## src/rtl/imm_encoder.sv

```systemverilog
// Purpose : packs decoded RV32I fields plus a 32-bit immediate into an instruction word, flagging
//           immediates that the chosen format cannot represent; optional li-style ADDI expansion.
// Latency : 1 cycle from input accept to out_valid; 1 word/cycle sustained.
// Backpressure: single output register; in_ready = EMPTY | (FULL & out_ready), never from in_valid.
//
// Ports:
//   clk, rst_n                  clock (rising edge), asynchronous active-low reset
//   in_valid / in_ready         input handshake for i_type, opcode, rd, rs1, rs2, funct3, imm
//   out_valid / out_ready       output handshake for out_instr, out_err
//   out_err                     immediate out of range / misaligned, or illegal i_type
//
// Build option: IMM_EXPAND_EN -- when defined, an out-of-range "addi rd, x0, imm" (rd != 0) is
// emitted as LUI rd, hi followed by ADDI rd, rd, lo12 instead of being flagged.
module imm_encoder (
  input  logic        clk,
  input  logic        rst_n,
  input  logic        in_valid,
  output logic        in_ready,
  input  logic [2:0]  i_type,
  input  logic [6:0]  opcode,
  input  logic [4:0]  rd,
  input  logic [4:0]  rs1,
  input  logic [4:0]  rs2,
  input  logic [2:0]  funct3,
  input  logic [31:0] imm,
  output logic        out_valid,
  input  logic        out_ready,
  output logic [31:0] out_instr,
  output logic        out_err
);

  typedef enum logic [1:0] {
    EMPTY = 2'd0,
`ifdef IMM_EXPAND_EN
    FIRST = 2'd2,
`endif
    FULL  = 2'd1
  } state_t;

  localparam logic [6:0] OP_IMM = 7'b0010011;
  localparam logic [6:0] OP_LUI = 7'b0110111;

  state_t      state, state_d;
  logic [31:0] instr_d;
  logic        err_d;
  logic [31:0] enc_instr;
  logic        enc_err;
  logic        accept;

  // A signed value fits in N bits exactly when bits [31:N-1] are all equal.
  logic fits12, fits13, fits21;
  assign fits12 = (&imm[31:11]) | ~(|imm[31:11]);
  assign fits13 = (&imm[31:12]) | ~(|imm[31:12]);
  assign fits21 = (&imm[31:20]) | ~(|imm[31:20]);

  always_comb begin
    enc_instr = '0;
    enc_err   = 1'b0;
    case (i_type)
      3'd0: begin
        enc_instr = {imm[11:0], rs1, funct3, rd, opcode};
        enc_err   = ~fits12;
      end
      3'd1: begin
        enc_instr = {imm[11:5], rs2, rs1, funct3, imm[4:0], opcode};
        enc_err   = ~fits12;
      end
      3'd2: begin
        enc_instr = {imm[12], imm[10:5], rs2, rs1, funct3, imm[4:1], imm[11], opcode};
        enc_err   = ~fits13 | imm[0];
      end
      3'd3: begin
        enc_instr = {imm[31:12], rd, opcode};
        enc_err   = |imm[11:0];
      end
      3'd4: begin
        enc_instr = {imm[20], imm[10:1], imm[11], imm[19:12], rd, opcode};
        enc_err   = ~fits21 | imm[0];
      end
      default: begin
        enc_instr = '0;
        enc_err   = 1'b1;
      end
    endcase
  end

  assign in_ready  = (state == EMPTY) | ((state == FULL) & out_ready);
  assign accept    = in_valid & in_ready;
  assign out_valid = (state != EMPTY);

`ifdef IMM_EXPAND_EN
  logic        expand;
  logic [19:0] lui_hi;
  logic [4:0]  pend_rd;
  logic [11:0] pend_lo12;

  assign expand = (i_type == 3'd0) & (opcode == OP_IMM) & (funct3 == 3'b000) &
                  (rs1 == 5'd0) & (rd != 5'd0) & ~fits12;
  // ADDI sign-extends lo12, so the upper part is rounded: (imm + 0x800) >> 12.
  assign lui_hi = imm[31:12] + {19'd0, imm[11]};

  always_ff @(posedge clk or negedge rst_n) begin
    if (!rst_n) begin
      pend_rd   <= '0;
      pend_lo12 <= '0;
    end else if (accept && expand) begin
      pend_rd   <= rd;
      pend_lo12 <= imm[11:0];
    end
  end
`endif

  always_comb begin
    state_d = state;
    instr_d = out_instr;
    err_d   = out_err;
    if (accept) begin
      // Covers both a fresh load from EMPTY and pop+push in FULL with no bubble.
`ifdef IMM_EXPAND_EN
      if (expand) begin
        state_d = FIRST;
        instr_d = {lui_hi, rd, OP_LUI};
        err_d   = 1'b0;
      end else begin
        state_d = FULL;
        instr_d = enc_instr;
        err_d   = enc_err;
      end
`else
      state_d = FULL;
      instr_d = enc_instr;
      err_d   = enc_err;
`endif
    end else if ((state == FULL) && out_ready) begin
      state_d = EMPTY;
`ifdef IMM_EXPAND_EN
    end else if ((state == FIRST) && out_ready) begin
      state_d = FULL;
      instr_d = {pend_lo12, pend_rd, 3'b000, pend_rd, OP_IMM};
      err_d   = 1'b0;
`endif
    end
  end

  always_ff @(posedge clk or negedge rst_n) begin
    if (!rst_n) begin
      state     <= EMPTY;
      out_instr <= '0;
      out_err   <= 1'b0;
    end else begin
      state     <= state_d;
      out_instr <= instr_d;
      out_err   <= err_d;
    end
  end

endmodule

```

## config.mk

```make
export PLATFORM = sky130hd
export DESIGN_NAME = imm_encoder
export DESIGN_NICKNAME = d
export VERILOG_FILES = /design/src/rtl/imm_encoder.sv
export SDC_FILE = /design/constraint.sdc
export NUM_CORES = 1
export LEC_CHECK = 0
export BUFFER_PORTS_ARGS = -buffer_cell sky130_fd_sc_hd__buf_4
export CELL_PAD_IN_SITES_DETAIL_PLACEMENT = 0
export CELL_PAD_IN_SITES_GLOBAL_PLACEMENT = 1
export CORE_MARGIN = 1
export CORE_UTILIZATION = 25
export CTS_BUF_LIST = sky130_fd_sc_hd__clkbuf_4 sky130_fd_sc_hd__clkbuf_8
export DETAILED_ROUTE_END_ITERATION = 7
export PLACE_DENSITY = 0.61
export SYNTH_ARGS = -nofsm -noshare
export SYNTH_HDL_FRONTEND = slang
export SYNTH_SLANG_ARGS = --single-unit
```

## constraint.sdc

```tcl
create_clock -name clk -period 1.6 [get_ports clk]
set_clock_uncertainty 0.2 [all_clocks]
set_input_delay 0 -clock clk [delete_from_list [all_inputs] [get_ports clk]]
set_output_delay 0 -clock clk [all_outputs]
set_load 0.1 [all_outputs]
```

# [After elaboration in Yosys (flattened, before gate mapping)]
# Index checks and enable logic that the tools add are counted.
[op_classes] eq_ne=5 n_reduce_logical=13 mux=4 bitwise=14
[op_table] cell="one-hot mux 32 bit (5 select lines)" n=1
[op_table] cell="OR reduction 12 bit" n=2
[op_table] cell="AND reduction 21 bit" n=1
[op_table] cell="OR reduction 21 bit" n=1
[op_table] cell="AND reduction 20 bit" n=1
[op_table] cell="OR reduction 20 bit" n=1
[op_table] cell="AND reduction 12 bit" n=1
[op_table] cell="== test 3 x 2 -> 1 bit (second input constant)" n=2
[op_table] cell="NOT 1 bit" n=6
[op_table] cell="bitwise OR 1 bit" n=6
[op_table] cell="two-way mux 2 bit" n=2
[op_table] cell="one-hot mux 1 bit (4 select lines)" n=1
[op_table] cell="nonzero test 2 bit" n=2
[op_table] cell="== test 3 x 1 -> 1 bit (second input constant)" n=1
[op_table] cell="== test 3 bit (second input constant)" n=1
[op_table] cell="logical NOT 3 bit" n=1
[op_table] cell="bitwise AND 1 bit" n=2
[op_table] cell="== test 2 x 1 -> 1 bit (second input constant)" n=1
[op_table] cell="logical NOT 2 bit" n=1
[op_table] cell="OR reduction 2 bit" n=1
[op_table] cell="logical AND 1 bit" n=1
[totals] register_bits=35 output_inout_bits=35 inputBits=64 wordCells=39

# [Longest topological paths before layout]
[depth] ltp_word=6 ltp_mapped=7 ltp_nobuf=5

# [Least setup slack after synthesis]
# Ideal clock, no wire load.
[synth_timing] path_kind="reg-to-reg" start="register state[0]" end="register out_instr[24]" required_ns=1.317 setup_time_ns=0.083 setup_slack_ns=-1.426 n_path_buf=2 arrival_time_ns=2.743 synth_period_minus_slack_ns=3.026 path_stages_with_launch=7 cell_sequence="dfrtp_1 > nand2b_1 > nand2_1 > buf_2 > buf_2 > nand2_1 > o21ai_0"
[synth_via] elab_chain_len=4 elab_cells_between_ends=5 cone_classes="eq/ne (1); bitwise (3); reduce/logical (1)"
[synth_lines] item="start, declared" line_no="43" source="state_t state, state_d;"
[synth_lines] item="start signal, assigned" line_no="151" source="state <= state_d;"
[synth_lines] item="== test 2 x 1 -> 1 bit" line_no="87" source="assign in_ready = (state == EMPTY) | ((state == FULL) & out_ready);"
[synth_lines] item="bitwise AND 1 bit" line_no="87"
[synth_lines] item="bitwise OR 1 bit *" line_no="87"
[synth_lines] item="via in_ready" line_no="18" source="output logic in_ready,"
[synth_lines] item="bitwise AND 1 bit *" line_no="88" source="assign accept = in_valid & in_ready;"
[synth_lines] item="end signal, assigned" line_no="152" source="out_instr <= instr_d;"
[synth_lines] item="end, declared" line_no="28" source="output logic [31:0] out_instr,"
# The timed path passes the listed nets; every way through them passes the cells marked *.
# A chain may end at the register's enable or synchronous reset.

# [Worst setup path in the final report]
[layout_timing] start="input imm[2]" end="register out_instr[9]"
[layout_via] elab_chain_len=1
[layout_lines] item="start, declared" line_no="25" source="input logic [31:0] imm,"
[layout_lines] item="one-hot mux 32 bit (5 select lines)" line_no="59" source="case (i_type)"
# Every way passes these cells.

==> impl_metrics.toml <==
[cts]
cts_tree = "built"
cts.root.buffer_cell = "clkbuf_8"
clk_pin_slew_worst_paths_ns = 0.07
htreeDepth = 2
cts_buffers = 5
cts.sinks = 34
cts_setup_buffers = 0
clock_latency_ns = 0.28
cts.path.max_buffers = 2

[drt]
routed-via-count = 2354
route.detailed.drc = 0
detail-route-antenna-nets = 0
drt_first_iter_violations = 77
routed_wl_mm = 7.583
dr.pass1.iters = 4
routedWlPerCell_um = 15.54
viasPerCell = 4.824

[run]
maxCapViolCount = 0

[synth]
seq_area_frac_synth = 0.3993
synth-async-reset-ratio = 1.000
synth_top_family_by_area = "compound AO/OA/AOI/OAI gates"
synthAdderAreaFrac = 0
synth_cell_types = 35
synth_edf_count = 0
synth-xor-area-share = 0.004110
syn_area_per_cell_um2 = 8.733
muxShareOfSynthArea = 0.05696
synth_compound_area_frac = 0.2842
syn-num-nets = 308
yosys_warnings = 0
ys_ff_latch = 34
synthSimpleGateAreaFrac = 0.1967
syn_inst = 244
synth_flop_cell = "dfrtp_1"
synth_area_um2 = 2131

[global_routing]
grt_use_total = 0.1724
grt_pass1_wl_mm = 11.82
grt_start_max_net_pins = 35
grt_pass1_vias = 2251
grt.overflow.total = 0
antenna_found_initial = 0

[sta]
slew_headroom = 0.5869
setup_viol = 0
timing.fmax_mhz = 652.7
fin_crit_sh = 0.9576
hold_viol = 1
slew_viol_final = 0
whs_ns = -0.01221
tightest_slew_ns = 0.6184
finalCriticalPeriod_ns = 1.532
rsz0062_at_grt = "no"

[finish]
layout_commonest_cell = "buf_4"
fill_cells = 817
area_growth_pct = 68.12
layout.cells.non_filler = 488
layout_common_cells = "buf_4, dlygate4sd3_1, dfrtp_1"
design_area_um2 = 3582
drive_gt1_frac = 0.3629
final_nets = 446
antennaDiodeCount = 0

[placement]
placed_cells = 437
postPlaceCellArea_um2 = 3005
place_congestion = 0.8319
hpwlAfterDp_mm = 5.611
io_buffers = 98

[floorplan]
dieHeight_um = 94.32
dieWidth_um = 94.32
core_area_um2 = 8217
io_pins = 99
start_util = 0.2593
dieArea_um2 = 8896
core.rowCount = 33

[power]
swShare = 0.4684
p_comb_frac = 0.499
p_per_area_nw_per_um2 = 964.2
ir_worst_vdd_uv = 305.6
power_frac_clock = 0.198
p_seq_frac = 0.303
leakagePower_nw = 1.580
p_int_mw = 1.836
power.total_mw = 3.454
p_switching_mw = 1.618

[status]
status = "finished, violations left"
violations = "negative hold slack"

[setup_path]
cp_max_fo = 4
startpoint_type = "primary input"
crit_type = "in -> reg"
crit_required_ns = 1.56
crit_arrival_ns = 1.49
crit_path_end_kind = "flip-flop"

[min_path]
hp-class = "in -> reg"
==> path summary, 6_finish.rpt <==
path | from | to | slack [ns] | cells after the start
worst max-delay path | imm[2] | out_instr[9]$_DFFE_PN0P_ | 0.07 | 7
worst min-delay path | imm[12] | out_err$_DFFE_PN0P_ | -0.01 | 5
worst min register to register | out_instr[29]$_DFFE_PN0P_ | out_instr[29]$_DFFE_PN0P_ | 0.28 | 2
max in group asynchronous | rst_n | state[0]$_DFFE_PN0P_ | 0.83 | 2
min in group asynchronous | rst_n | out_instr[11]$_DFFE_PN0P_ | 0 | 2
worst max register to register | state[0]$_DFFE_PN0P_ | state[0]$_DFFE_PN0P_ | 0.09 | 3
==> synthesized netlist by cell type, types with 7 or more instances <==
library cell  number  share of area
dfrtp_1           34           0.40
nand2_1           27          0.048
a21oi_1           26          0.061
nor2b_1           19          0.056
o21ai_0           19          0.045
a22oi_1           15          0.053
nor2_1            12          0.021
mux2_2             9          0.048
clkbuf_1           8          0.014
o22a_1             8          0.033
a22o_1             7          0.029
buf_2              7          0.016
==> layer usage <==
metal	vias up	routed length (µm)	share of wire	track usage
met3	12	245	0.032	0.02670
met5	-	0	0	0
met1	1110	3777	0.50	0.2562
met4	0	131	0.017	0.05000
met2	57	3429	0.45	0.2542
li1	1175	-	-	-
==> sequential cells by signal, indices dropped and copies added, names as in the netlist <==
register	cells
state	1
out_err	1
out_instr	32
==> repair_timing <==
action / 4_1_cts / 5_1_grt
resized for setup: 0 / 8
endpoints found under the setup margin: 0 / 1
hold endpoints to repair: 67 / 0
hold buffers: 46 / 0
==> cell type report <==
cell class | count | area [µm²] | area share
Sequential cell | 34 | 854.6 | 0.2386
Timing Repair Buffer | 151 | 1276 | 0.3563
Clock inverter | 1 | 5.005 | 0.001397
Clock buffer | 7 | 90.09 | 0.02515
Inverter | 1 | 3.754 | 0.001048
Multi-Input combinational cell | 189 | 1221 | 0.3409
Tap cell | 105 | 131.4 | 0.03667
==> worst max-delay path, cell delays in order <==
cell	delay (ns)
dlygate4sd3_1	0.54
buf_4	0.15
mux2_2	0.25
a22oi_1	0.14
nor2_1	0.06
a21oi_1	0.24
o21ai_0	0.11
==> logic make-up (layout without fill, tap and decap cells) <==
logic type,Yosys count,after routing
and+or+nand+nor,82,82
xor gates and xnor gates,1,1
AOI/OAI and AO/OA,95,95
buffers and inverters,21,160
DFF,34,34
muxes,11,11
==> per-stage QoR <==
stage                     TNS [ns]  setup slack [ns]    util
final                            0           0.06790  0.4360
after global routing             0          0.002125  0.4360
after CTS                        0           0.02056  0.4334
after detailed placement         0            0.1320  0.3658
after global placement           0            0.1293  0.3658
after floorplan             -4.684           -0.2530       -
==> power groups by stage <==
stage          Combinational, mW  Clock (mW)  Sequential [mW]
6_report                    1.72       0.684             1.05
4_1_cts                     1.73       0.714             1.05
5_1_grt                     1.81       0.748             1.06
3_5_place_dp                1.63           0             1.07
3_3_place_gp                1.62           0             1.07
2_1_floorplan              0.339           0             1.89
Note: power is estimated with default switching activity, not from simulation.
